File: config.mk
export PLATFORM = sky130hd
export DESIGN_NAME = inst_mem_loader_flat
export DESIGN_NICKNAME = d
export VERILOG_FILES = /design/src/rtl/inst_mem_loader_pkg.sv /design/src/rtl/inst_mem_loader_if.sv /design/src/rtl/inst_mem_loader_packer.sv /design/src/rtl/inst_mem_loader.sv /design/src/flat_wrapper.sv
export SDC_FILE = /design/constraint.sdc
export NUM_CORES = 1
export LEC_CHECK = 0
export ABC_AREA = 1
export BUFFER_PORTS_ARGS = -buffer_cell sky130_fd_sc_hd__buf_2
export CAP_MARGIN = 20
export CORE_MARGIN = 2
export CORE_UTILIZATION = 55
export DETAILED_ROUTE_END_ITERATION = 10
export PLACE_DENSITY = 0.75
export SLEW_MARGIN = 0
export SYNTH_ARGS = -nofsm -noshare
export SYNTH_HDL_FRONTEND = slang
export SYNTH_SLANG_ARGS = --single-unit
File: constraint.sdc
create_clock -name clk -period 2.77 [get_ports clk]
set_input_delay 0.277 -clock clk [delete_from_list [all_inputs] [get_ports clk]]
set_output_delay 0.277 -clock clk [all_outputs]
set_load 0.01 [all_outputs]
File: src/rtl/inst_mem_loader_pkg.sv
// loader_pkg: state encoding and geometry shared by the instruction memory loader and its write port
package loader_pkg;
  typedef enum logic [2:0] {IDLE, LEN_LO, LEN_HI, DATA, CHECK, DONE, ERROR} state_e;
  localparam int HDR_BYTES = 2;
  localparam int BYTES_PER_WORD = 4;
  localparam int DEF_DEPTH = 101;
  localparam int DEF_ADDR_W = 7;
  localparam int DEF_LEN_W = 16;
endpackage

File: src/rtl/inst_mem_loader_if.sv
// inst_mem_loader_if: byte stream in, instruction memory write port and core control out
interface inst_mem_loader_if #(parameter int ADDR_W = 7);
  logic start, in_valid, in_ready, mem_we, cpu_hold, done, err;
  logic [7:0] in_data;
  logic [ADDR_W-1:0] mem_addr;
  logic [31:0] mem_wdata;
  modport master(output start, in_valid, in_data, input in_ready, mem_we, mem_addr, mem_wdata, cpu_hold, done, err);
  modport slave(input start, in_valid, in_data, output in_ready, mem_we, mem_addr, mem_wdata, cpu_hold, done, err);
endinterface

File: src/rtl/inst_mem_loader_packer.sv
// byte_word_packer: assembles little-endian 32-bit words from byte shift-ins
module byte_word_packer import loader_pkg::*; (
  input  logic        clk,
  input  logic        rst,
  input  logic        clr_i,
  input  logic        shift_i,
  input  logic [7:0]  byte_i,
  output logic [31:0] word_o,
  output logic        complete_o
);
  localparam int CW = $clog2(BYTES_PER_WORD);
  logic [CW-1:0] cnt_q;
  logic [23:0] sr_q;
  // word_o is the word as it stands after the current shift, so it is whole on the 4th byte
  assign word_o = {byte_i, sr_q};
  assign complete_o = shift_i && cnt_q == CW'(BYTES_PER_WORD - 1);
  always_ff @(posedge clk) begin
    if (rst || clr_i) begin
      cnt_q <= '0;
      sr_q <= '0;
    end else if (shift_i) begin
      cnt_q <= cnt_q + 1'b1;
      sr_q <= word_o[31:8];
    end
  end
endmodule

File: src/rtl/inst_mem_loader.sv
// inst_mem_loader: unpacks a length-prefixed, XOR-checksummed byte image into instruction memory
module inst_mem_loader import loader_pkg::*; #(
  parameter int DEPTH = DEF_DEPTH,
  parameter int ADDR_W = DEF_ADDR_W,
  parameter int LEN_W = DEF_LEN_W
) (
  input logic clk,
  input logic rst,
  inst_mem_loader_if.slave bus
);
  state_e state_q, state_d;
  logic [7:0] len_lo_q, chk_q;
  logic [ADDR_W-1:0] widx_q, last_q, mem_addr_q;
  logic [31:0] mem_wdata_q, word;
  logic [LEN_W-1:0] n;
  logic mem_we_q, done_q, go, xfer, shift, complete;
  assign go = bus.start && state_q inside {IDLE, DONE, ERROR};
  assign xfer = bus.in_valid && bus.in_ready;
  assign shift = xfer && state_q == DATA;
  assign n = LEN_W'({bus.in_data, len_lo_q});
  assign bus.in_ready = state_q inside {LEN_LO, LEN_HI, DATA, CHECK, ERROR};
  assign bus.cpu_hold = !(state_q inside {IDLE, DONE});
  assign bus.err = state_q == ERROR;
  assign bus.done = done_q;
  assign bus.mem_we = mem_we_q;
  assign bus.mem_addr = mem_addr_q;
  assign bus.mem_wdata = mem_wdata_q;
  byte_word_packer u_packer (
    .clk(clk), .rst(rst), .clr_i(go), .shift_i(shift), .byte_i(bus.in_data),
    .word_o(word), .complete_o(complete)
  );
  always_comb begin
    state_d = state_q;
    if (go) state_d = LEN_LO;
    else if (xfer) begin
      case (state_q)
        LEN_LO: state_d = LEN_HI;
        LEN_HI: state_d = n > LEN_W'(DEPTH) ? ERROR : n == '0 ? CHECK : DATA;
        DATA:   state_d = complete && widx_q == last_q ? CHECK : DATA;
        CHECK:  state_d = bus.in_data == chk_q ? DONE : ERROR;
        default: ;
      endcase
    end
  end
  always_ff @(posedge clk) begin
    if (rst) begin
      state_q <= IDLE;
      len_lo_q <= '0;
      chk_q <= '0;
      widx_q <= '0;
      last_q <= '0;
      mem_addr_q <= '0;
      mem_wdata_q <= '0;
      mem_we_q <= 1'b0;
      done_q <= 1'b0;
    end else begin
      state_q <= state_d;
      done_q <= state_q == CHECK && state_d == DONE;
      mem_we_q <= complete;
      if (xfer && state_q == LEN_LO) len_lo_q <= bus.in_data;
      if (xfer && state_q == LEN_HI) last_q <= ADDR_W'(n - 1'b1);
      if (complete) begin
        mem_addr_q <= widx_q;
        mem_wdata_q <= word;
        widx_q <= widx_q + 1'b1;
      end
      if (go) begin
        widx_q <= '0;
        chk_q <= '0;
      end else if (shift) chk_q <= chk_q ^ bus.in_data;
    end
  end
endmodule

File: src/flat_wrapper.sv
// flat-port wrapper written by rule: the top's interface ports become plain ports
module inst_mem_loader_flat import loader_pkg::*;
#(
  parameter int DEPTH = DEF_DEPTH,
  parameter int ADDR_W = DEF_ADDR_W,
  parameter int LEN_W = DEF_LEN_W
)
  (clk, rst, bus_start, bus_in_valid, bus_in_data, bus_in_ready, bus_mem_we, bus_mem_addr, bus_mem_wdata, bus_cpu_hold, bus_done, bus_err);
  inst_mem_loader_if #(.ADDR_W(ADDR_W)) bus_i ();
  input logic clk;
  input logic rst;
  input wire logic [$bits(bus_i.start)-1:0] bus_start;
  input wire logic [$bits(bus_i.in_valid)-1:0] bus_in_valid;
  input wire logic [$bits(bus_i.in_data)-1:0] bus_in_data;
  output wire logic [$bits(bus_i.in_ready)-1:0] bus_in_ready;
  output wire logic [$bits(bus_i.mem_we)-1:0] bus_mem_we;
  output wire logic [$bits(bus_i.mem_addr)-1:0] bus_mem_addr;
  output wire logic [$bits(bus_i.mem_wdata)-1:0] bus_mem_wdata;
  output wire logic [$bits(bus_i.cpu_hold)-1:0] bus_cpu_hold;
  output wire logic [$bits(bus_i.done)-1:0] bus_done;
  output wire logic [$bits(bus_i.err)-1:0] bus_err;
  assign bus_i.start = bus_start;
  assign bus_i.in_valid = bus_in_valid;
  assign bus_i.in_data = bus_in_data;
  assign bus_in_ready = bus_i.in_ready;
  assign bus_mem_we = bus_i.mem_we;
  assign bus_mem_addr = bus_i.mem_addr;
  assign bus_mem_wdata = bus_i.mem_wdata;
  assign bus_cpu_hold = bus_i.cpu_hold;
  assign bus_done = bus_i.done;
  assign bus_err = bus_i.err;
  inst_mem_loader #(.DEPTH(DEPTH), .ADDR_W(ADDR_W), .LEN_W(LEN_W)) u_core (.clk(clk), .rst(rst), .bus(bus_i));
endmodule
# After elaboration in Yosys (flattened, before gate mapping)
# Cells that the tools add are included.
dict set report op_classes {
  add_sub_neg 3
  magnitude_cmp 1
  n_eq_ne 10
  muxes 7
  n_bitwise 1
  reduce_logical 16
}
# operator count
set ops {}
lappend ops {{$gt 16x7->1 const B} 1}
lappend ops {{$logic_not 16->1} 1}
lappend ops {{$mux 3} 5}
lappend ops {{$eq 3x3->1 const B} 4}
lappend ops {{$pmux 3 s4} 1}
lappend ops {{$eq 8x8->1} 1}
lappend ops {{$logic_and 1x1->1} 8}
lappend ops {{$xor 8x8->8} 1}
lappend ops {{$add 7x1->7 const B} 1}
lappend ops {{$eq 7x7->1} 1}
lappend ops {{$sub 7x1->7 const B} 1}
lappend ops {{$eq 3x2->1 const B} 2}
lappend ops {{$reduce_bool 5->1} 1}
lappend ops {{$eq 3x1->1 const B} 1}
lappend ops {{$logic_not 3->1} 1}
lappend ops {{$reduce_bool 3->1} 1}
lappend ops {{$add 2x1->2 const B} 1}
lappend ops {{$eq 2x2->1 const B} 1}
lappend ops {{$mux 2} 1}
lappend ops {{$reduce_bool 2->1} 1}
lappend ops {{$reduce_or 2->1} 1}
lappend ops {{$logic_not 1->1} 1}
lappend ops {{$logic_or 1x1->1} 1}
dict set report totals {
  ff_bits 100
  inputBits 12
  elab_cells 49
}

# Logic depth before layout (Yosys ltp)
# Gate-level depths: netlist (run 1).
dict set report depth {
  ltp_word 12
  ltp_mapped 13
}

# By module
# Synthesis (run 1) repeated with hierarchy kept, for this count alone.
dict set report unflattened {
  cells_unflattened 624
  area_unflattened_um2 4347.9
}
# module instances cells_per_inst area_per_inst_um2 seq_area_each_um2
set modules_own_cells {}
lappend modules_own_cells {inst_mem_loader 1 449 3185.6 1481.4}
lappend modules_own_cells {byte_word_packer 1 175 1162.4 520.5}

# Least setup slack after synthesis (run 1)
# OpenSTA, ideal clock, no wires.
dict set report synth_timing {
  path_type {reg-to-reg}
  startpoint {register u_core.state_q[1]}
  endpoint {register u_core.widx_q[6]}
  setup_time_ps 117
  t_arrival_ps 1320
  slack_ps 1332
  path_stages_with_launch 10
  period_less_slack_ps 1438
  path_cell_list {dfxtp_1 nand3_4 nor2_8 nand2_4 nor3_2 nand2_1 nor2_2 nand2_1 o21bai_1 a21oi_1}
}
dict set report synth_between {
  elab_chain_cells 5
  word_cells_on_any_way 14
}
# item line
set synth_rtl {}
lappend synth_rtl {{start, declared} inst_mem_loader.sv:11} ;# state_e state_q, state_d;
lappend synth_rtl {{start signal, assigned} inst_mem_loader.sv:57} ;# state_q <= state_d;
lappend synth_rtl {{$eq 3x1->1 (tied with other cells)} inst_mem_loader.sv:21} ;# assign bus.in_ready = state_q inside {LEN_LO, LEN_HI, DATA, CHECK, ERROR};
lappend synth_rtl {{$reduce_bool 5->1} inst_mem_loader.sv:21}
lappend synth_rtl {{$logic_and 1x1->1} inst_mem_loader.sv:18} ;# assign xfer = bus.in_valid && bus.in_ready;
lappend synth_rtl {{$logic_and 1x1->1} inst_mem_loader.sv:19} ;# assign shift = xfer && state_q == DATA;
lappend synth_rtl {{$logic_and 1x1->1} inst_mem_loader_packer.sv:16} ;# assign complete_o = shift_i && cnt_q == CW'(BYTES_PER_WORD - 1);
lappend synth_rtl {{end signal, assigned} inst_mem_loader.sv:65} ;# widx_q <= widx_q + 1'b1;
lappend synth_rtl {{end, declared} inst_mem_loader.sv:13} ;# logic [ADDR_W-1:0] widx_q, last_q, mem_addr_q;
# Several ways; a longest one is shown, not always the timed one.
# A chain may end at the register's enable or synchronous reset.

# Worst setup path after layout (run 1)
dict set report layout_timing {
  startpoint {register u_core.state_q[1]}
  endpoint {register u_core.chk_q[3]}
}
dict set report layout_between {
  elab_chain_cells 4
  word_cells_on_any_way 13
}
# item line
set layout_rtl {}
lappend layout_rtl {{$eq 3x3->1 (tied with other cells)} inst_mem_loader.sv:17} ;# assign go = bus.start && state_q inside {IDLE, DONE, ERROR};
lappend layout_rtl {{$reduce_bool 3->1 or $reduce_bool 5->1 (tied branches)} {inst_mem_loader.sv:17, inst_mem_loader.sv:21}}
lappend layout_rtl {{$logic_and 1x1->1 (on tied branches)} {inst_mem_loader.sv:17, inst_mem_loader.sv:18}}
lappend layout_rtl {{$reduce_or 2->1 (no source line) or $logic_and 1x1->1 (tied branches)} -}
lappend layout_rtl {{end signal, assigned} inst_mem_loader.sv:70} ;# end else if (shift) chk_q <= chk_q ^ bus.in_data;
lappend layout_rtl {{end, declared} inst_mem_loader.sv:12} ;# logic [7:0] len_lo_q, chk_q;
# Several ways; a longest one is shown, not always the timed one.

==> results of run 1 <==
-- worst max-delay path: stages (launching register included) --
cell and delay (ns):
dfxtp_1 0.47, nand3_4 0.14, nor2_8 0.12, buf_4 0.28
inv_2 0.32, or2_2 0.37, a21oi_1 0.13
-- kinds of logic after synthesis --
group / Yosys count
compound gates: 101
xor+xnor: 17
fa+ha+maj: 5
buf+inv: 66
flops: 100
simple gates: 255
-- layer usage --
| metal | part of all wire | track usage | up-vias | routed length [µm] |
|---|---|---|---|---|
| met1 | 0.47 | 0.3030 | 1633 | 4157 |
| met2 | 0.46 | 0.3634 | 87 | 4085 |
| met5 | 0 | 0 | - | 0 |
| li1 | - | - | 1828 | - |
| met3 | 0.055 | 0.03923 | 8 | 484 |
| met4 | 0.0086 | 0.08077 | 0 | 76 |
-- layout by cell type (no fill, tap or decap), types with 4 or more instances in the layout --
| cell | n |
|---|---|
| a21oi_1 | 54 |
| dfxtp_1 | 100 |
| or2_0 | 4 |
| nand3_1 | 37 |
| inv_1 | 38 |
| nand2_1 | 140 |
| clkbuf_8 | 9 |
| xnor2_1 | 12 |
| nor2_1 | 56 |
| buf_2 | 55 |
| xor2_1 | 5 |
| buf_4 | 4 |
| o21ai_0 | 38 |
| ha_1 | 5 |
-- area by class of cell --
| type | instances | area [µm²] | area share |
|---|---|---|---|
| clock buffer | 9 | 123.9 | 0.02692 |
| sequential | 100 | 2002 | 0.4350 |
| timing repair buffer | 59 | 305.3 | 0.06634 |
| inverter | 41 | 153.9 | 0.03344 |
| tap | 99 | 123.9 | 0.02692 |
| multi-input combinational | 378 | 1831 | 0.3978 |
| clock inverter | 5 | 62.56 | 0.01359 |
-- state kept, by name, summed over array words and instances (netlist names) --
name	count
u_core.bus.done	1
u_core.bus.mem_addr	7
u_core.bus.mem_wdata	32
u_core.bus.mem_we	1
u_core.chk_q	8
u_core.last_q	7
u_core.len_lo_q	8
u_core.state_q	3
u_core.u_packer.cnt_q	2
u_core.u_packer.sr_q	24
u_core.widx_q	7
-- worst min-delay path by stage --
stage | startpoint | to | slack, ns
after floorplan | bus_in_data[7] | u_core.bus.mem_wdata[31] | 0.38
after global placement | u_core.u_packer.sr_q[4] | u_core.u_packer.sr_q[4] | 0.45
after detailed placement | u_core.u_packer.sr_q[5] | u_core.u_packer.sr_q[5] | 0.45
after CTS | bus_in_data[6] | u_core.u_packer.sr_q[22] | 0.21
after global routing | bus_in_data[6] | u_core.u_packer.sr_q[22] | 0.22
final | bus_in_data[5] | u_core.u_packer.sr_q[21] | 0.22
-- cell usage after synthesis (all sizes together) --
library cell and instances:
nor3 3, xnor2 12, nand3 38, inv 41, a211oi 2, xor2 5, buf 14, nand3b 1
or2 7, o21bai 1, ha 5, clkbuf 11, nor2 59, nor3b 2, dfxtp 100, nand4 3
a21boi 2, nand2 142, a31oi 2, a21oi 54, o21ai 40
-- through the flow --
step                worst slack (ns)  hold slack, ns  instance area, µm²  cells  power, mW
global route                  0.6706          0.2195                4602    691      2.891
detailed placement            0.8928          0.4522                4415    677      1.883
floorplan                      1.332          0.3801                4099    544      1.796
global placement              0.9248          0.4495                4415    677      1.875
CTS                           0.8669          0.2085                4602    691      2.781
finish                        0.8600          0.2199                4602    691      2.757
-- power breakdown --
| group | leakage [nW] | internal [mW] | switching [mW] |
|---|---|---|---|
| logic | 1.13 | 0.115 | 0.229 |
| clock network | 0.0935 | 0.416 | 0.488 |
| registers | 0.807 | 1.47 | 0.0385 |
| total | 2.03 | 2.00 | 0.756 |
==> flow_metrics.tcl, run 1 <==
set metrics [dict create \
    grt_max_degree 50 \
    antenna_found_initial 0 \
    postCtsHoldBufs 0 \
    grt_pass1_vias 3384 \
    die_width_um 90.33 \
    r2r_end "u_core.chk_q[3]" \
    cts.repair.resized 0 \
    synth_top_family_by_area "simple AND/OR/NAND/NOR gates" \
    synthCells 544 \
    die_area_um2 8160 \
    startpoint "u_core.state_q[1]" \
    tightest_slew_ns 0.7541 \
    critical_path.endpoint_type "flop" \
    period_share 0.6895 \
    endpoint "u_core.chk_q[3]" \
    drtPass1Iterations 5 \
    clk_latency_ns 0.36 \
    reg2regPathDepth 6 \
    crit_path_start_kind "flop" \
    cts_sinks 100 \
    rsz0062_at_grt "no" \
    setup-tns-final_ns 0 \
    syn_to_final_growth_pct 12.27 \
    post_cts_buffers 0 \
    overflow 0 \
    final-hold-violation-count 0 \
    grt_pass1_wl_um 15100 \
    wl_per_cell_um 12.74 \
    yosys.area_share.simple 0.2680 \
    wl_um 8804 \
    clk_path_buf_depth 2 \
    synthAdderAreaFrac 0.01526 \
    syn_area_per_cell_um2 7.535 \
    start_util 0.5651 \
    slew_violations 0 \
    fp.coreArea_um2 7253 \
    path_clk_slew_ns 0.09 \
    routabilityCongestion 0.8323 \
    p_leak_nw 2.035 \
    fin_crit_ns 1.910 \
    crit-reg2reg-launch "u_core.state_q[1]" \
    crit_fanout 43 \
    synth_cell_type_count 34 \
    yosys_warnings 0 \
    status "finished, final reports clean" \
    viasPerCell 5.146 \
    fp-row-count 31 \
    whs_path_depth 3 \
    final_core_util 0.6345 \
    vdd_ir_drop_max_mv 0.4084 \
    synth_top_area_share 0.4884 \
    synthXorXnorAreaFrac 0.03632 \
    die_h_um 90.33 \
    critPathKind "reg -> reg" \
    grt.total_usage 0.2246 \
    synth-compound-area-share 0.1270 \
    port_buffers 55 \
    ys_ff_latch 100 \
    synth_mux_area_frac 0 \
    yosysTopAreaCell "dfxtp_1" \
    cts_tree "yes" \
    hp-class "in -> reg" \
    dp_hpwl_um 6149 \
    fillerInstances 666 \
    crit_arrival_ns 2.20 \
    regToRegSetupSlack_ns 0.86 \
    yosys-top-cells-area "dfxtp_1 49%, nand2_1 13%, a21oi_1 6.6%" \
    drc 0 \
    dr_total_vias 3556 \
    max-cap-violations 0 \
    slew_headroom 0.4954 \
    num_io_pins 56 \
    drive_gt1_frac 0.1453 \
    diodes 0 \
    power.density_nw_per_um2 599.1 \
    max_freq_mhz 523.6 \
    cts_root_buffer "clkbuf_8" \
    required_ns 3.06 \
    synth_fp_nets 561 \
    nets 606 \
    setup_viol 0 \
    fin_skew_ns 0.008617 \
    ctsHtreeMaxLevel 3 \
    seq_area_frac_synth 0.4884 \
    ant_nets 0 \
    syn-cell-area_um2 4099 \
    cts_buffers 9 \
    drt_iter0_drc 225 \
]
(Power assumes the default switching activity.)
==> run 2, diff against run 1 <==
--- a/config.mk
+++ b/config.mk
@@ -9,9 +9,9 @@
 export BUFFER_PORTS_ARGS = -buffer_cell sky130_fd_sc_hd__buf_2
 export CAP_MARGIN = 20
 export CORE_MARGIN = 2
-export CORE_UTILIZATION = 55
+export CORE_UTILIZATION = 51
 export DETAILED_ROUTE_END_ITERATION = 10
-export PLACE_DENSITY = 0.75
+export PLACE_DENSITY = 0.73
 export SLEW_MARGIN = 0
 export SYNTH_ARGS = -nofsm -noshare
 export SYNTH_HDL_FRONTEND = slang
==> constraint.sdc (replaced) <==
create_clock -name clk -period 1.6 [get_ports clk]
set_input_delay 0.16 -clock clk [delete_from_list [all_inputs] [get_ports clk]]
set_output_delay 0.16 -clock clk [all_outputs]
set_load 0.01 [all_outputs]
==> flow_metrics.tcl, run 2 (synthesis gave the netlist of run 1 again) <==
set metrics [dict create \
    ant_nets 0 \
    num_io_pins 56 \
    overflow 0 \
    path_clk_slew_ns 0.09 \
    clkPwrFrac 0.364 \
    die_width_um 93.65 \
    fp-row-count 32 \
    grt_pass1_vias 3249 \
    whs_path_depth 3 \
    vdd_ir_drop_max_mv 0.5619 \
    postCtsHoldBufs 0 \
    syn_to_final_growth_pct 18.41 \
    drt_iter0_drc 240 \
    min_from "bus_in_data[5]" \
    antenna_found_initial 0 \
    r2r_end "u_core.bus.done" \
    p_total_mw 5.240 \
    p_comb_frac 0.136 \
    crit_arrival_ns 1.91 \
    critPathKind "reg -> reg" \
    dp_hpwl_um 6290 \
    multi_input_comb_area_um2 1896 \
    status "complete, but fails checks" \
    die_h_um 93.65 \
    diodes 0 \
    final_cell_mix "137 x nand2_1, 94 x dfxtp_1, 55 x buf_2" \
    p_leak_nw 2.129 \
    setup-tns-final_ns -0.008037 \
    crit_fanout 5 \
    hp-class "in -> reg" \
    reg2regPathDepth 11 \
    place_area_um2 4519 \
    start_util 0.5277 \
    fin_skew_ns 0.005896 \
    power_switching_mw 1.386 \
    hold-worst-slack_ns 0.08966 \
    intPower_mw 3.854 \
    port_buffers 55 \
    cts_tree "yes" \
    max-cap-violations 0 \
    wl_um 9293 \
    setup_viol 1 \
    tightest_slew_ns 0.3170 \
    die_area_um2 8770 \
    grt.total_usage 0.2169 \
    drc 0 \
    nets 618 \
    clk_latency_ns 0.36 \
    wl_per_cell_um 13.13 \
    fp.coreArea_um2 7767 \
    required_ns 1.90 \
    sw_frac_of_total 0.2645 \
    cts_buffers 9 \
    fin_cells 708 \
    max_freq_mhz 621.9 \
    place_inst 690 \
    violations "setup timing" \
    routabilityCongestion 0.8423 \
    fin_area_um2 4853 \
    final-hold-violation-count 0 \
    regToRegSetupSlack_ns -0.008 \
    period_share 1.005 \
    seq_power_share 0.500 \
    ctsHtreeMaxLevel 3 \
    cts_root_buffer "clkbuf_8" \
    drtPass1Iterations 5 \
    grt_pass1_wl_um 15070 \
    drive_gt1_frac 0.1964 \
    grt_max_degree 50 \
    critical_path.endpoint_type "flop" \
    clk_path_buf_depth 2 \
    crit_path_start_kind "flop" \
    layout_setup_ws_ns -0.008037 \
    power.density_nw_per_um2 1080 \
    hold_end "u_core.len_lo_q[5]" \
    cts_sinks 100 \
    layout_commonest_cell "nand2_1" \
    slew_headroom 0.7885 \
    fillerInstances 707 \
    largest_register_ffs 32 \
    viasPerCell 5.226 \
    crit-reg2reg-launch "u_core.state_q[2]" \
    slew_violations 0 \
    dr_total_vias 3700 \
    fin_crit_ns 1.608 \
    seq_area_um2 2014 \
]
## run 2: cell types whose count changed in the layout (fill, tap and decap cells not counted), moves of 3 or more
cell	previous run	this run
inv_2	3	7
dfxtp_2	0	4
nand2_1	140	137
inv_1	38	33
dfxtp_1	100	94
buf_4	4	14
## run 2: layer usage
layer  global-route usage  vias up  wire length [µm]
li1                     -     1855                 -
met1               0.2998     1722              4428
met2               0.3369      102              4269
met3              0.03210       21               386
met4              0.09783        0               209
met5                    0        -                 0
## run 2: power by group through the flow
| stage | clock network, mW | logic [mW] | registers (mW) |
|---|---|---|---|
| finish | 1.91 | 0.714 | 2.62 |
| global route | 2.04 | 0.796 | 2.63 |
| CTS | 1.95 | 0.643 | 2.61 |
| detailed placement | 0 | 0.638 | 2.66 |
| global placement | 0 | 0.626 | 2.66 |
| floorplan | 0 | 0.456 | 2.65 |
## run 2: how the worst max path moves through the flow
stage / start / end / cells after the start
2_1_floorplan: u_core.state_q[1] / u_core.widx_q[6] / 9
3_3_place_gp: u_core.state_q[1] / u_core.widx_q[6] / 9
3_5_place_dp: u_core.state_q[1] / u_core.widx_q[6] / 9
4_1_cts: u_core.state_q[1] / u_core.widx_q[6] / 9
5_1_grt: u_core.state_q[2] / u_core.bus.done / 11
6_report: u_core.state_q[2] / u_core.bus.done / 11
## run 2: critical path, stage by stage (launching register included)
cell     delay, ns
dfxtp_4       0.39
inv_4         0.05
buf_4         0.13
o21ai_1       0.22
nand2_1       0.12
nand2_2       0.12
nand2_4       0.09
a21oi_1       0.12
nand2_1       0.09
inv_2         0.06
nand3_1       0.07
nor2_1        0.10
## run 2: stage by stage
step                  util  setup WS [ns]
finish              0.6248      -0.008037
global route        0.6248        -0.1303
CTS                 0.6126        0.02665
detailed placement  0.5818        0.03847
global placement    0.5818         0.1052
floorplan                -         0.1625
## run 2: timing repair
| item | CTS | global route |
|---|---|---|
| endpoints found under the setup margin | 0 | 41 |
| buffers inserted | 0 | 2 |
| resized for setup | 0 | 29 |
## run 2: area by class of cell
cell class | instances | area share
clock buffers | 11 | 0.02707
clock inverters | 5 | 0.02217
flip-flops and latches | 100 | 0.4151
repair buffers | 71 | 0.08662
multi-input cells | 378 | 0.3906
inverters | 41 | 0.03222
well taps | 102 | 0.02630
==> run 3, diff against run 2 <==
--- a/config.mk
+++ b/config.mk
@@ -6,8 +6,10 @@
 export NUM_CORES = 1
 export LEC_CHECK = 0
 export ABC_AREA = 1
+export ABC_CLOCK_PERIOD_IN_PS = 1600
 export BUFFER_PORTS_ARGS = -buffer_cell sky130_fd_sc_hd__buf_2
 export CAP_MARGIN = 20
+export CORE_ASPECT_RATIO = 1.4
 export CORE_MARGIN = 2
 export CORE_UTILIZATION = 51
 export DETAILED_ROUTE_END_ITERATION = 10
==> flow_metrics.tcl, run 3 (synthesis gave the netlist of run 1 again) <==
set metrics [dict create \
    status "finished, final reports clean" \
    cts_buffers 9 \
    clk_latency_ns 0.37 \
    wl_um 9409 \
    grt_max_degree 50 \
    die_width_um 79.77 \
    p_leak_nw 2.113 \
    port_buffers 55 \
    power.density_nw_per_um2 1013 \
    critical_path.endpoint_type "flop" \
    period_share 0.9332 \
    ctsHtreeMaxLevel 3 \
    postCtsHoldBufs 0 \
    pre_cts_ws_ns 0.01334 \
    die_h_um 110.1 \
    crit_arrival_ns 1.80 \
    layout_setup_ws_ns 0.1069 \
    fp.coreArea_um2 7797 \
    tightest_slew_ns 0.3567 \
    drt_iter0_drc 203 \
    path_clk_slew_ns 0.09 \
    grt_pass1_wl_um 15560 \
    fp-row-count 38 \
    slowest_stage "dfxtp_2" \
    drtPass1Iterations 4 \
    max_freq_mhz 669.7 \
    nets 622 \
    cp_top_family "compound AO/OA/AOI/OAI gates" \
    crit_fanout 4 \
    start_util 0.5257 \
    fin_crit_ns 1.493 \
    final-hold-violation-count 0 \
    dr_total_vias 3613 \
    ant_nets 0 \
    cts_tree "yes" \
    layout_commonest_cell "nand2_1" \
    fin_skew_ns 0.008368 \
    viasPerCell 5.089 \
    fillerInstances 737 \
    routabilityCongestion 0.8730 \
    fin_area_um2 4786 \
    overflow 0 \
    diodes 0 \
    crit_path_start_kind "flop" \
    worstPathCellList "inv_2, o21ai_1, a21oi_1, inv_1, a21oi_1, nand2_1, inv_1, nand3_1, nor2_1" \
    wl_per_cell_um 13.25 \
    drive_gt1_frac 0.1803 \
    cts_root_buffer "clkbuf_8" \
    drc 0 \
    cts_sinks 100 \
    fin_cells 710 \
    hp-class "in -> reg" \
    dp_hpwl_um 6786 \
    syn_to_final_growth_pct 16.76 \
    setup-tns-final_ns 0 \
    vdd_ir_drop_max_mv 0.7000 \
    antenna_found_initial 0 \
    place_inst 690 \
    slew_violations 0 \
    die_area_um2 8781 \
    final_cell_mix "139 x nand2_1, 97 x dfxtp_1, 55 x buf_2" \
    critical_path_buf_inv_count 3 \
    max-cap-violations 0 \
    critPathKind "reg -> reg" \
    num_io_pins 56 \
    place_area_um2 4532 \
    cpPeakStageDelay_ns 0.33 \
    setup_viol 0 \
    clk_path_buf_depth 2 \
    grt_pass1_vias 3422 \
    p_total_mw 4.847 \
    grt.total_usage 0.2264 \
    largest_register_ffs 32 \
    slew_headroom 0.7622 \
    required_ns 1.91 \
]
[run 3: cell types whose count changed in the layout (fill, tap and decap cells not counted), moves of 3 or more]
cell,delta
buf_4,+3
dfxtp_1,+3
inv_1,+4
inv_2,-3
[run 3: final timing paths]
| kind | start | to | slack, ns | depth (start not counted) |
|---|---|---|---|---|
| worst max-delay path | u_core.state_q[2] | u_core.bus.done | 0.11 | 9 |
| worst min-delay path | bus_in_data[6] | u_core.u_packer.sr_q[22] | 0.09 | 3 |
| worst max register to register | u_core.state_q[2] | u_core.bus.done | 0.11 | 9 |
| worst min register to register | u_core.u_packer.sr_q[1] | u_core.u_packer.sr_q[1] | 0.46 | 2 |
[run 3: metrics by stage]
step | util | hold slack, ns
after floorplan | - | 0.2631
after global placement | 0.5812 | 0.4476
after detailed placement | 0.5812 | 0.4505
after CTS | 0.6051 | 0.07924
after global routing | 0.6138 | 0.09832
final | 0.6138 | 0.08825
[run 3: routing by layer]
metal / track usage / share of wire / vias up / routed length [µm]
met5: 0 / 0 / - / 0
met4: 0.09685 / 0.017 / 0 / 157
met3: 0.03013 / 0.037 / 12 / 349
met2: 0.4028 / 0.51 / 67 / 4792
met1: 0.2732 / 0.44 / 1668 / 4110
li1: - / - / 1866 / -
[run 3: worst register-to-register path, cell delays in order, from the launching register on]
cell and delay (ns):
dfxtp_2 0.33, inv_2 0.09, o21ai_1 0.12, a21oi_1 0.33
inv_1 0.12, a21oi_1 0.16, nand2_1 0.07, inv_1 0.07
nand3_1 0.07, nor2_1 0.07
[run 3: final cells by class]
cell class / instances / area, µm² / area share
Timing Repair Buffer: 75 / 454.2 / 0.09490
Sequential cell: 100 / 2008 / 0.4196
Inverter: 41 / 153.9 / 0.03216
Multi-Input combinational cell: 378 / 1859 / 0.3885
Clock inverter: 4 / 50.05 / 0.01046
Tap cell: 100 / 125.1 / 0.02614
Clock buffer: 12 / 135.1 / 0.02824
[run 3: report_power, final]
part           switching (mW)  internal, mW
sequential             0.0635          2.55
clock                   0.832         0.723
combinational           0.431         0.249
total                    1.33          3.52
[run 3: what timing repair did]
action,4_1_cts,5_1_grt
pin swaps,0,2
endpoints found under the setup margin,1,43
resized for setup,1,13
setup buffers,0,4
